===== src/rtl/muldiv_sequencer.sv =====
// Iterative RV32M multiply/divide unit for the execute stage: shift-add multiply,
// restoring divide, sign fixup, registered result with a one-cycle done pulse.
module muldiv_sequencer #(
  parameter int WIDTH = 32,
  parameter int CNT_W = 6
) (
  input  logic             clk,
  input  logic             rst,
  input  logic             start_i,
  input  logic             flush_i,
  input  logic [2:0]       funct3_i,
  input  logic [WIDTH-1:0] a_i,
  input  logic [WIDTH-1:0] b_i,
  output logic             busy_o,
  output logic             stall_o,
  output logic             done_o,
  output logic [WIDTH-1:0] result_o
);

  // Handshake: an operation is accepted on an edge where the unit is IDLE,
  // start_i=1 and flush_i=0. stall_o holds the pipeline from the request
  // cycle through FIXUP; done_o marks the single cycle result_o is new.
  typedef enum logic [1:0] {
    S_IDLE  = 2'd0,
    S_CALC  = 2'd1,
    S_FIXUP = 2'd2,
    S_DONE  = 2'd3
  } state_t;

  state_t state_q, state_d;

  logic [2:0]       op_q;
  logic [WIDTH-1:0] mag_b_q;
  logic             neg_q_q;
  logic             neg_r_q;
  logic [CNT_W-1:0] cnt_q;
  logic [WIDTH-1:0] acc_hi_q;
  logic [WIDTH-1:0] acc_lo_q;
  logic [WIDTH-1:0] result_q;

  // Operand decode at acceptance
  logic             a_signed, b_signed;
  logic             a_is_neg, b_is_neg;
  logic [WIDTH-1:0] a_mag, b_mag;
  logic             div_zero, div_ovf, special;
  logic [WIDTH-1:0] special_res;
  logic             accept;

  always_comb begin
    a_signed = 1'b0;
    b_signed = 1'b0;
    if (funct3_i[2]) begin
      a_signed = ~funct3_i[0];
      b_signed = ~funct3_i[0];
    end else begin
      a_signed = (funct3_i[1:0] != 2'b11);
      b_signed = ~funct3_i[1];
    end
  end

  assign a_is_neg = a_signed & a_i[WIDTH-1];
  assign b_is_neg = b_signed & b_i[WIDTH-1];
  assign a_mag    = a_is_neg ? -a_i : a_i;
  assign b_mag    = b_is_neg ? -b_i : b_i;

  assign div_zero = funct3_i[2] && (b_i == '0);
  assign div_ovf  = funct3_i[2] && !funct3_i[0] &&
                    (a_i == {1'b1, {(WIDTH-1){1'b0}}}) && (b_i == '1);
  assign special  = div_zero | div_ovf;

  always_comb begin
    special_res = '0;
    if (div_zero) begin
      special_res = funct3_i[1] ? a_i : '1;
    end else if (div_ovf) begin
      special_res = funct3_i[1] ? '0 : a_i;
    end
  end

  assign accept = (state_q == S_IDLE) && start_i && !flush_i;

  // One multiply step: conditional add of the multiplicand, then shift right
  logic [WIDTH:0]     mul_sum;
  logic [2*WIDTH-1:0] mul_next;

  assign mul_sum  = {1'b0, acc_hi_q} + (acc_lo_q[0] ? {1'b0, mag_b_q} : '0);
  assign mul_next = {mul_sum, acc_lo_q[WIDTH-1:1]};

  // One restoring-divide step: remainder in acc_hi, dividend/quotient in acc_lo
  logic [WIDTH:0]     div_shift;
  logic [WIDTH:0]     div_diff;
  logic               div_bit;
  logic [WIDTH-1:0]   div_rem;
  logic [2*WIDTH-1:0] div_next;

  assign div_shift = {acc_hi_q, acc_lo_q[WIDTH-1]};
  assign div_diff  = div_shift - {1'b0, mag_b_q};
  assign div_bit   = ~div_diff[WIDTH];
  assign div_rem   = div_bit ? div_diff[WIDTH-1:0] : div_shift[WIDTH-1:0];
  assign div_next  = {div_rem, acc_lo_q[WIDTH-2:0], div_bit};

  // Sign fixup and result selection
  logic [2*WIDTH-1:0] prod_raw, prod_fix;
  logic [WIDTH-1:0]   quo_fix, rem_fix, fix_res;

  assign prod_raw = {acc_hi_q, acc_lo_q};
  assign prod_fix = neg_q_q ? -prod_raw : prod_raw;
  assign quo_fix  = neg_q_q ? -acc_lo_q : acc_lo_q;
  assign rem_fix  = neg_r_q ? -acc_hi_q : acc_hi_q;

  always_comb begin
    fix_res = '0;
    if (op_q[2]) begin
      fix_res = op_q[1] ? rem_fix : quo_fix;
    end else if (op_q[1:0] == 2'b00) begin
      fix_res = prod_fix[WIDTH-1:0];
    end else begin
      fix_res = prod_fix[2*WIDTH-1:WIDTH];
    end
  end

  logic last_iter;
  assign last_iter = (cnt_q == CNT_W'(WIDTH-1));

  always_ff @(posedge clk) begin
    if (rst) begin
      state_q <= S_IDLE;
    end else begin
      state_q <= state_d;
    end
  end

  always_comb begin
    state_d = state_q;
    case (state_q)
      S_IDLE: begin
        if (accept) begin
          state_d = special ? S_DONE : S_CALC;
        end
      end
      S_CALC: begin
        if (flush_i) begin
          state_d = S_IDLE;
        end else if (last_iter) begin
          state_d = S_FIXUP;
        end
      end
      S_FIXUP: begin
        state_d = flush_i ? S_IDLE : S_DONE;
      end
      S_DONE: begin
        state_d = S_IDLE;
      end
      default: begin
        state_d = S_IDLE;
      end
    endcase
  end

  always_ff @(posedge clk) begin
    if (rst) begin
      op_q     <= '0;
      mag_b_q  <= '0;
      neg_q_q  <= 1'b0;
      neg_r_q  <= 1'b0;
      cnt_q    <= '0;
      acc_hi_q <= '0;
      acc_lo_q <= '0;
      result_q <= '0;
    end else begin
      case (state_q)
        S_IDLE: begin
          if (accept) begin
            op_q     <= funct3_i;
            mag_b_q  <= b_mag;
            neg_q_q  <= a_is_neg ^ b_is_neg;
            neg_r_q  <= a_is_neg;
            cnt_q    <= '0;
            acc_hi_q <= '0;
            acc_lo_q <= a_mag;
            if (special) begin
              result_q <= special_res;
            end
          end
        end
        S_CALC: begin
          if (!flush_i) begin
            cnt_q <= cnt_q + CNT_W'(1);
            {acc_hi_q, acc_lo_q} <= op_q[2] ? div_next : mul_next;
          end
        end
        S_FIXUP: begin
          if (!flush_i) begin
            result_q <= fix_res;
          end
        end
        default: begin
        end
      endcase
    end
  end

  assign busy_o   = (state_q == S_CALC) || (state_q == S_FIXUP);
  assign stall_o  = ((state_q == S_IDLE) && start_i) || busy_o;
  assign done_o   = (state_q == S_DONE);
  assign result_o = result_q;

endmodule


===== config.mk =====
export PLATFORM = sky130hd
export DESIGN_NAME = muldiv_sequencer
export DESIGN_NICKNAME = d
export VERILOG_FILES = /design/src/rtl/muldiv_sequencer.sv
export SDC_FILE = /design/constraint.sdc
export NUM_CORES = 1
export LEC_CHECK = 0
export BUFFER_PORTS_ARGS = -buffer_cell sky130_fd_sc_hd__buf_2
export CAP_MARGIN = 0
export CORE_MARGIN = 5
export CORE_UTILIZATION = 49
export CTS_CLUSTER_DIAMETER = 30
export DETAILED_ROUTE_END_ITERATION = 10
export PLACE_DENSITY = 0.74
export SYNTH_ARGS = -nofsm -noshare
export SYNTH_HDL_FRONTEND = slang
export SYNTH_SLANG_ARGS = --single-unit

===== constraint.sdc =====
create_clock -name clk -period 7.1 [get_ports clk]
set_input_delay 1.42 -clock clk [delete_from_list [all_inputs] [get_ports clk]]
set_output_delay 1.42 -clock clk [all_outputs]
set_load 0.01 [all_outputs]

# Yosys cells after proc, flatten, opt, wreduce, memory -nomap -nowiden
# Index checks and enable logic that the tools add are counted.
# word_totals
reg_bits	141
out_inout_bits	35
# op_classes
add_sub_neg	8
n_eq_ne	12
n_mux	36
bitwise	7
reduce_logical	19
# ops
operator	n
two-way mux 32 bit	20
one-hot mux 32 bit (2 select lines)	3
two-way mux 64 bit	2
negation 32 bit	4
== test 32 bit, second input constant	2
negation 64 bit	1
adder 32 x 32 -> 33 bit	1
subtractor 33 x 32 -> 33 bit	1
zero test 32 bit	1
two-way mux 6 bit	2
one-hot mux 6 bit (2 select lines)	1
two-way mux 2 bit	5
!= test 2 bit, second input constant	5
one-hot mux 2 bit (4 select lines)	1
adder 6 x 1 -> 6 bit, second input constant	1
== test 6 x 5 -> 1 bit, second input constant	1
logical AND 1 bit	6
== test 2 bit, second input constant	2
zero test 2 bit	2
AND reduction 2 bit	2
AND reduction 4 bit	1
nonzero test 2 bit	2
!= test 3 bit, second input constant	1
NOT 1 bit	3
other kinds (8)	12

# Logic depth before layout (Yosys ltp)
# Gate-level depths: netlist of run 1.
# depth
word_depth	9
mapped_depth	15
depth_no_buf	14

# Worst setup path after synthesis of run 1
# Ideal clock, no wire load.
# synth_path
path_type	input -> register
startpoint	in b_i[23]
endpoint	reg result_q[25], in the netlist result_o[25]
setup_time_ns	0.132
arrival_ns	3.933
t_required_ns	6.968
setup_slack_ns	3.035
cell_stages	9
n_path_buf	1
path_cell_list	or4_1 > or4_1 > or4b_1 > nor2_1 > nor2_1 > o22a_1 > clkbuf_1 > a211oi_1 > nor3_1
# synth_between
elab_chain_cells	7
word_cells_on_any_way	12
classes_between	eq/ne: 2; mux: 5; bitwise: 1; reduce/logical: 4
# synth_lines
item	line_no	source
from (decl)	13	input logic [WIDTH-1:0] b_i,
== test 32 bit	68	(a_i == {1'b1, {(WIDTH-1){1'b0}}}) && (b_i == '1);
logical AND 1 bit	68	
two-way mux 32 bit	75	end else if (div_ovf) begin
two-way mux 32 bit	73	if (div_zero) begin
two-way mux 32 bit	181	if (special) begin
two-way mux 32 bit	173	if (accept) begin
one-hot mux 32 bit (2 select lines)	171	case (state_q)
to (signal assigned)	182	result_q <= special_res;
to (signal assigned)	194	result_q <= fix_res;
to (decl)	39	logic [WIDTH-1:0] result_q;
# Several ways; a longest one is shown, not always the timed one. The select of a mux whose other input is x is not followed.
# A chain may end at the register's enable or synchronous reset.

# Final worst setup path of run 1
# layout_path
startpoint	in b_i[23]
endpoint	reg result_q[10], in the netlist result_o[10]
# The elaborated chain is that of the path after synthesis.

==> results of run 1 <==
## worst register-to-register path, delay by kind of cell (launching register included)
kind	cells	cell delay (ns)
AO/OA/AOI/OAI	7	2.33
adder cells (fa/ha/maj)	2	0.66
AND/OR/NAND/NOR	2	0.32
buffers and inverters	2	0.52
flip-flops	1	0.47
XOR/XNOR	1	0.17
## flip-flops by register name (all words and copies together) (netlist names)
register and count:
cnt_q 6, op_q 3, neg_q_q 1, state_q 2, acc_lo_q 32, result_o 32
neg_r_q 1, acc_hi_q 32, mag_b_q 32
## per-layer routing
| layer | wire length, um | GRT usage (%) | share of wire (%) |
|---|---|---|---|
| met1 | 20700 | 39.3 | 44 |
| met2 | 20500 | 42.5 | 44 |
| met3 | 4010 | 4.28 | 8.5 |
| met4 | 1810 | 10.6 | 3.8 |
| met5 | 0 | 0 | 0 |
## power by group
group          internal [W]  leakage (nW)  switching (W)  total, W
sequential         0.000840          1.15      0.0000836  0.000924
combinational      0.000348          4.75       0.000615  0.000963
clock              0.000501         0.263       0.000421  0.000921
total               0.00169          6.16        0.00112   0.00281
## logic make-up (layout without fill, tap and decap cells)
| group | count (synthesis) | count (layout) | synth area share, % |
|---|---|---|---|
| AND/OR/NAND/NOR | 647 | 647 | 21.5 |
| AO/OA/AOI/OAI | 636 | 636 | 28.9 |
| buffers and inverters | 212 | 224 | 6.02 |
| XOR/XNOR | 192 | 192 | 11.9 |
| flip-flops | 141 | 141 | 20.0 |
| adder cells (fa/ha/maj) | 76 | 76 | 6.85 |
| multiplexers | 67 | 67 | 4.79 |
## worst paths after layout
check	endpoint	slack, ns	cells after the start
hold reg to reg	result_o[4]	0.46	2
hold / removal	result_o[4]	0.46	2
setup / recovery	result_o[10]	2.41	10
setup reg to reg	acc_hi_q[28]	2.51	14
## metrics by stage
stage          utilization (%)  hold WS, ns  total power [W]  worst slack (ns)
2_1_floorplan                -        0.432          0.00163              3.04
4_1_cts                   53.5        0.461          0.00278              2.45
5_1_grt                   53.5        0.478          0.00294              2.09
6_report                  53.5        0.459          0.00281              2.41
3_3_place_gp              51.5        0.438          0.00185              2.07
3_5_place_dp              51.5        0.446          0.00187              2.00
## area by class of cell
type	count	area share, %
multi-input combinational	1618	68.6
sequential	141	18.5
timing repair buffer	121	4.25
tap	384	3.15
clock buffer	19	2.90
inverter	71	1.75
clock inverter	13	0.869
## synthesized netlist by cell type (45+ instances only)
master / n / share of area, %
ha_1: 74 / 6.6
clkbuf_1: 104 / 2.8
nor3_1: 45 / 1.6
xnor2_1: 108 / 6.7
o21ai_0: 147 / 5.2
nand2_1: 220 / 5.9
inv_1: 71 / 1.9
xor2_1: 84 / 5.2
dfxtp_1: 141 / 20
mux2i_1: 64 / 4.5
nor2_1: 195 / 5.2
a21oi_1: 164 / 5.8
==> reports/results.ini, run 1 <==
[pwr]
ir_drop_v = 0.000193
power.density_nw_per_um2 = 184
leakagePower_nw = 6.16

[floorplan]
die_h_um = 180
core-area_um2 = 28500
dieArea_um2 = 32300
start_util_pct = 49.4
die_w_um = 180
io_pins = 106
fp-row-count = 62

[placed_design]
hpwl_mm = 34.7
io_buffer_count = 105
placed_area_um2 = 14700
place.gp.congestion = 0.956
dp.cells = 2335

[route]
routed_wl_mm = 47.0
vias = 14900
dr.first_iter.drc_count = 1596
drcViolationCount = 0
drtPass1Iterations = 7
wl_per_cell_um = 19.8
final_antenna_net_count = 0
vias_per_cell = 6.28

[final_layout]
diodes = 0
fillers = 2819
multi_input_area_um2 = 10500
final_common_cell = nand2_1
seqCellArea_um2 = 2830
drive_gt1_share_pct = 9.43
fin_cells = 2367
nNetsFinal = 2117
area_delta_synth_final_pct = 8.32
final_cell_mix = 220 x nand2_1, 193 x nor2_1, 163 x a21oi_1, 147 x o21ai_0, 139 x dfxtp_1
fin_area_um2 = 15300

[clock_tree]
postCtsSetupBuffers = 0
htreeDepth = 4
cts_resized = 0
cts_buffers = 17
path_clk_slew_ns = 0.07
clockBufferDepth = 2
clock_latency_ns = 0.44
cts_hold_buf = 0
clockRootBuffer = clkbuf_16
cts_sinks = 141
cts_tree = done

[sta]
worst_pin_slew_ns = 1.11
finClkSkew_ns = 0.0149
final_hold_viol_count = 0
period_share_pct = 66.1
finalMaxSlewViolations = 0
fin_setup_tns_ns = 0
period_needed_ns = 4.69
rsz0062_at_grt = false
finalSetupViolCount = 0
slew_headroom_pct = 25.9
fmax_ghz = 0.213

[global_route]
grt.overflow.total = 0
grt_max_degree = 71
grt_antenna_before_repair = 0
grt_pass1_wl_mm = 74.8
grt_pass1_vias = 13800
grt_usage_pct = 27.7

[worst_hold_path]
hold_path.class = reg2reg
worstHoldStart = result_o[4]

[yosys]
synth_area_per_cell_um2 = 7.15
synth_top_flop_cell = dfxtp_1
syn_inst = 1971
synth_edf_count = 0
syn_nets = 2118
syn_area_um2 = 14100
synth_warnings = 0
ys_types = 80
ys_async_sr_fraction_pct = 0
synth-seq-cells = 141
ys_seq_area_share_pct = 20.0

[run]
cap_viol_max_count = 0

[worst_setup_path]
cp_top_family = simple AND/OR/NAND/NOR gates
cp-end-kind = flop
crit_type = in2reg
cp_num_buf_inv = 2
worstPathArrival_ns = 5.04
critical-path-max-stage-delay_ns = 0.83
crit_required_ns = 7.45
cp-start-kind = input port
startpoint = b_i[23]
crit_slowest_cell = o22ai_4
worstReg2RegStart = acc_lo_q[31]
path_common_cell = nor2_1
cp_cell_sequence = buf_2 > or4_1 > or4_1 > or4b_1 > nor2_1 > nor2_1 > o22ai_4 > buf_4 > nor2_1 > a211oi_1
cp_max_fo = 40

[run_status]
status = complete, no violations

Power figures use the tool's default switching activity.
==> inputs of run 2 (changes only) <==
==> constraint.sdc (replaced) <==
create_clock -name clk -period 4.8 [get_ports clk]
set_input_delay 0.96 -clock clk [delete_from_list [all_inputs] [get_ports clk]]
set_output_delay 0.96 -clock clk [all_outputs]
set_load 0.01 [all_outputs]
==> run 2 against run 1 <==
Effect of this change:
- sequential cell count unchanged
- wire length up 1.5%
- utilization up 0.58 points
- count of clock-buffer cells in the layout unchanged
- sequential power up 48%
- critical path depth up 3
- clock power up 47%
- total power up 48%
- register-to-register slack worse by 1.8 ns
- clock skew down 0.0044 ns
- via count up 1.7%
- cell count up 0.84%
==> reports/results.ini, run 2 (synthesis results as in run 1) <==
[worst_setup_path]
r2r_cells = 13
crit_slowest_cell = dfxtp_1
worstPathArrival_ns = 4.44
critical-path-max-stage-delay_ns = 0.54
crit_type = reg2reg
crit_required_ns = 5.10
cp_num_buf_inv = 2
cp.depth = 13
cp_cell_sequence = inv_1 > fa_1 > nand2b_1 > a211oi_1 > o41ai_1 > o21ai_1 > a21oi_1 > o31a_1 > o31ai_1 > xnor2_2 > buf_12 > nor4_1 > a2111oi_0
cp_top_family = compound AO/OA/AOI/OAI gates
cp_max_fo = 19
cp-end-kind = flop
cp-start-kind = flop

[run]
cap_viol_max_count = 0

[final_layout]
fin_area_um2 = 15400
final_cell_mix = 220 x nand2_1, 193 x nor2_1, 163 x a21oi_1, 147 x o21ai_0, 139 x dfxtp_1
drive_gt1_share_pct = 10.3
fillers = 2836
nNetsFinal = 2137
diodes = 0
area_delta_synth_final_pct = 9.50
final_common_cell = nand2_1

[floorplan]
fp-row-count = 62
start_util_pct = 49.4
die_h_um = 180
io_pins = 106
die_w_um = 180
dieArea_um2 = 32300
core-area_um2 = 28500

[pwr]
intPower_w = 0.00250
switching_share_pct = 39.7
p_sw_w = 0.00165
p_comb_share_pct = 34.6
leakagePower_nw = 6.27
ir_drop_v = 0.000292
clock_power_share_pct = 32.5
pwr-share-seq_pct = 32.9
power.density_nw_per_um2 = 269

[global_route]
grt_antenna_before_repair = 0
grt_pass1_wl_mm = 75.8
grt_max_degree = 70
grt_usage_pct = 28.2
grt_pass1_vias = 14000
grt.overflow.total = 0

[clock_tree]
clockRootBuffer = clkbuf_16
clockBufferDepth = 2
clock_latency_ns = 0.43
cts_resized = 0
path_clk_slew_ns = 0.07
htreeDepth = 4
cts_hold_buf = 0
postCtsSetupBuffers = 0
cts_buffers = 17
cts_tree = done
cts_sinks = 141

[route]
vias_per_cell = 6.33
final_antenna_net_count = 0
routed_wl_mm = 47.7
drtPass1Iterations = 6
drcViolationCount = 0
dr.first_iter.drc_count = 1660
wl_per_cell_um = 20.0
vias = 15100

[sta]
fmax_ghz = 0.242
finalSetupViolCount = 0
period_share_pct = 86.2
rsz0062_at_grt = false
fin_setup_tns_ns = 0
finClkSkew_ns = 0.0105
slew_headroom_pct = 26.9
period_needed_ns = 4.14
finalMaxSlewViolations = 0
worst_pin_slew_ns = 1.09
final_hold_viol_count = 0

[placed_design]
placed_area_um2 = 14900
place.gp.congestion = 0.976
io_buffer_count = 105
hpwl_mm = 35.7

[worst_hold_path]
hold_path_depth = 2
hold_path.class = reg2reg

[run_status]
status = complete, no violations

-- run 2: cell types whose count changed in the layout (fill, tap and decap cells not counted), sizes merged --
cell	previous run	this run
buf	121	141
clkinv	1	0
inv	76	77
-- run 2: through the flow --
stage	worst slack (ns)	cells	utilization [%]	power [W]	hold slack [ns]
after floorplan	1.20	1971	-	0.00241	0.432
after global placement	0.667	2355	52.1	0.00276	0.452
after detailed placement	0.618	2355	52.1	0.00279	0.450
after CTS	0.722	2387	54.1	0.00412	0.465
after global routing	0.334	2387	54.1	0.00435	0.476
final	0.662	2387	54.1	0.00415	0.463
-- run 2: layout make-up --
type / count / area [um^2] / share of cell area (%)
Clock buffer: 19 / 443 / 2.87
Clock inverter: 13 / 130 / 0.843
Inverter: 71 / 267 / 1.73
Multi-Input combinational cell: 1618 / 10500 / 67.8
Sequential cell: 141 / 2830 / 18.3
Tap cell: 384 / 480 / 3.11
Timing Repair Buffer: 141 / 823 / 5.33
-- run 2: power groups by stage --
stage / sequential [W] / clock, W / combinational (W)
6_report: 0.00137 / 0.00135 / 0.00144
5_1_grt: 0.00138 / 0.00141 / 0.00157
4_1_cts: 0.00136 / 0.00135 / 0.00141
3_5_place_dp: 0.00139 / 0 / 0.00140
3_3_place_gp: 0.00139 / 0 / 0.00137
2_1_floorplan: 0.00132 / 0 / 0.00109
-- run 2: worst paths after layout --
check / slack (ns) / from / end
worst max-delay path: 0.66 / acc_hi_q[0] / acc_hi_q[28]
worst min-delay path: 0.46 / result_o[7] / result_o[7]
worst max register to register: 0.66 / acc_hi_q[0] / acc_hi_q[28]
worst min register to register: 0.46 / result_o[7] / result_o[7]
-- run 2: worst min-delay path, cell delays in order, from the launching register on --
cell and delay (ns):
dfxtp_1 0.31, nand2_1 0.05, a21oi_1 0.05
-- run 2: layer usage --
metal / global-route usage, % / routed length, um
met2: 44.4 / 21200
met3: 5.52 / 4480
met5: 0 / 0
met4: 9.78 / 1460
met1: 38.7 / 20500
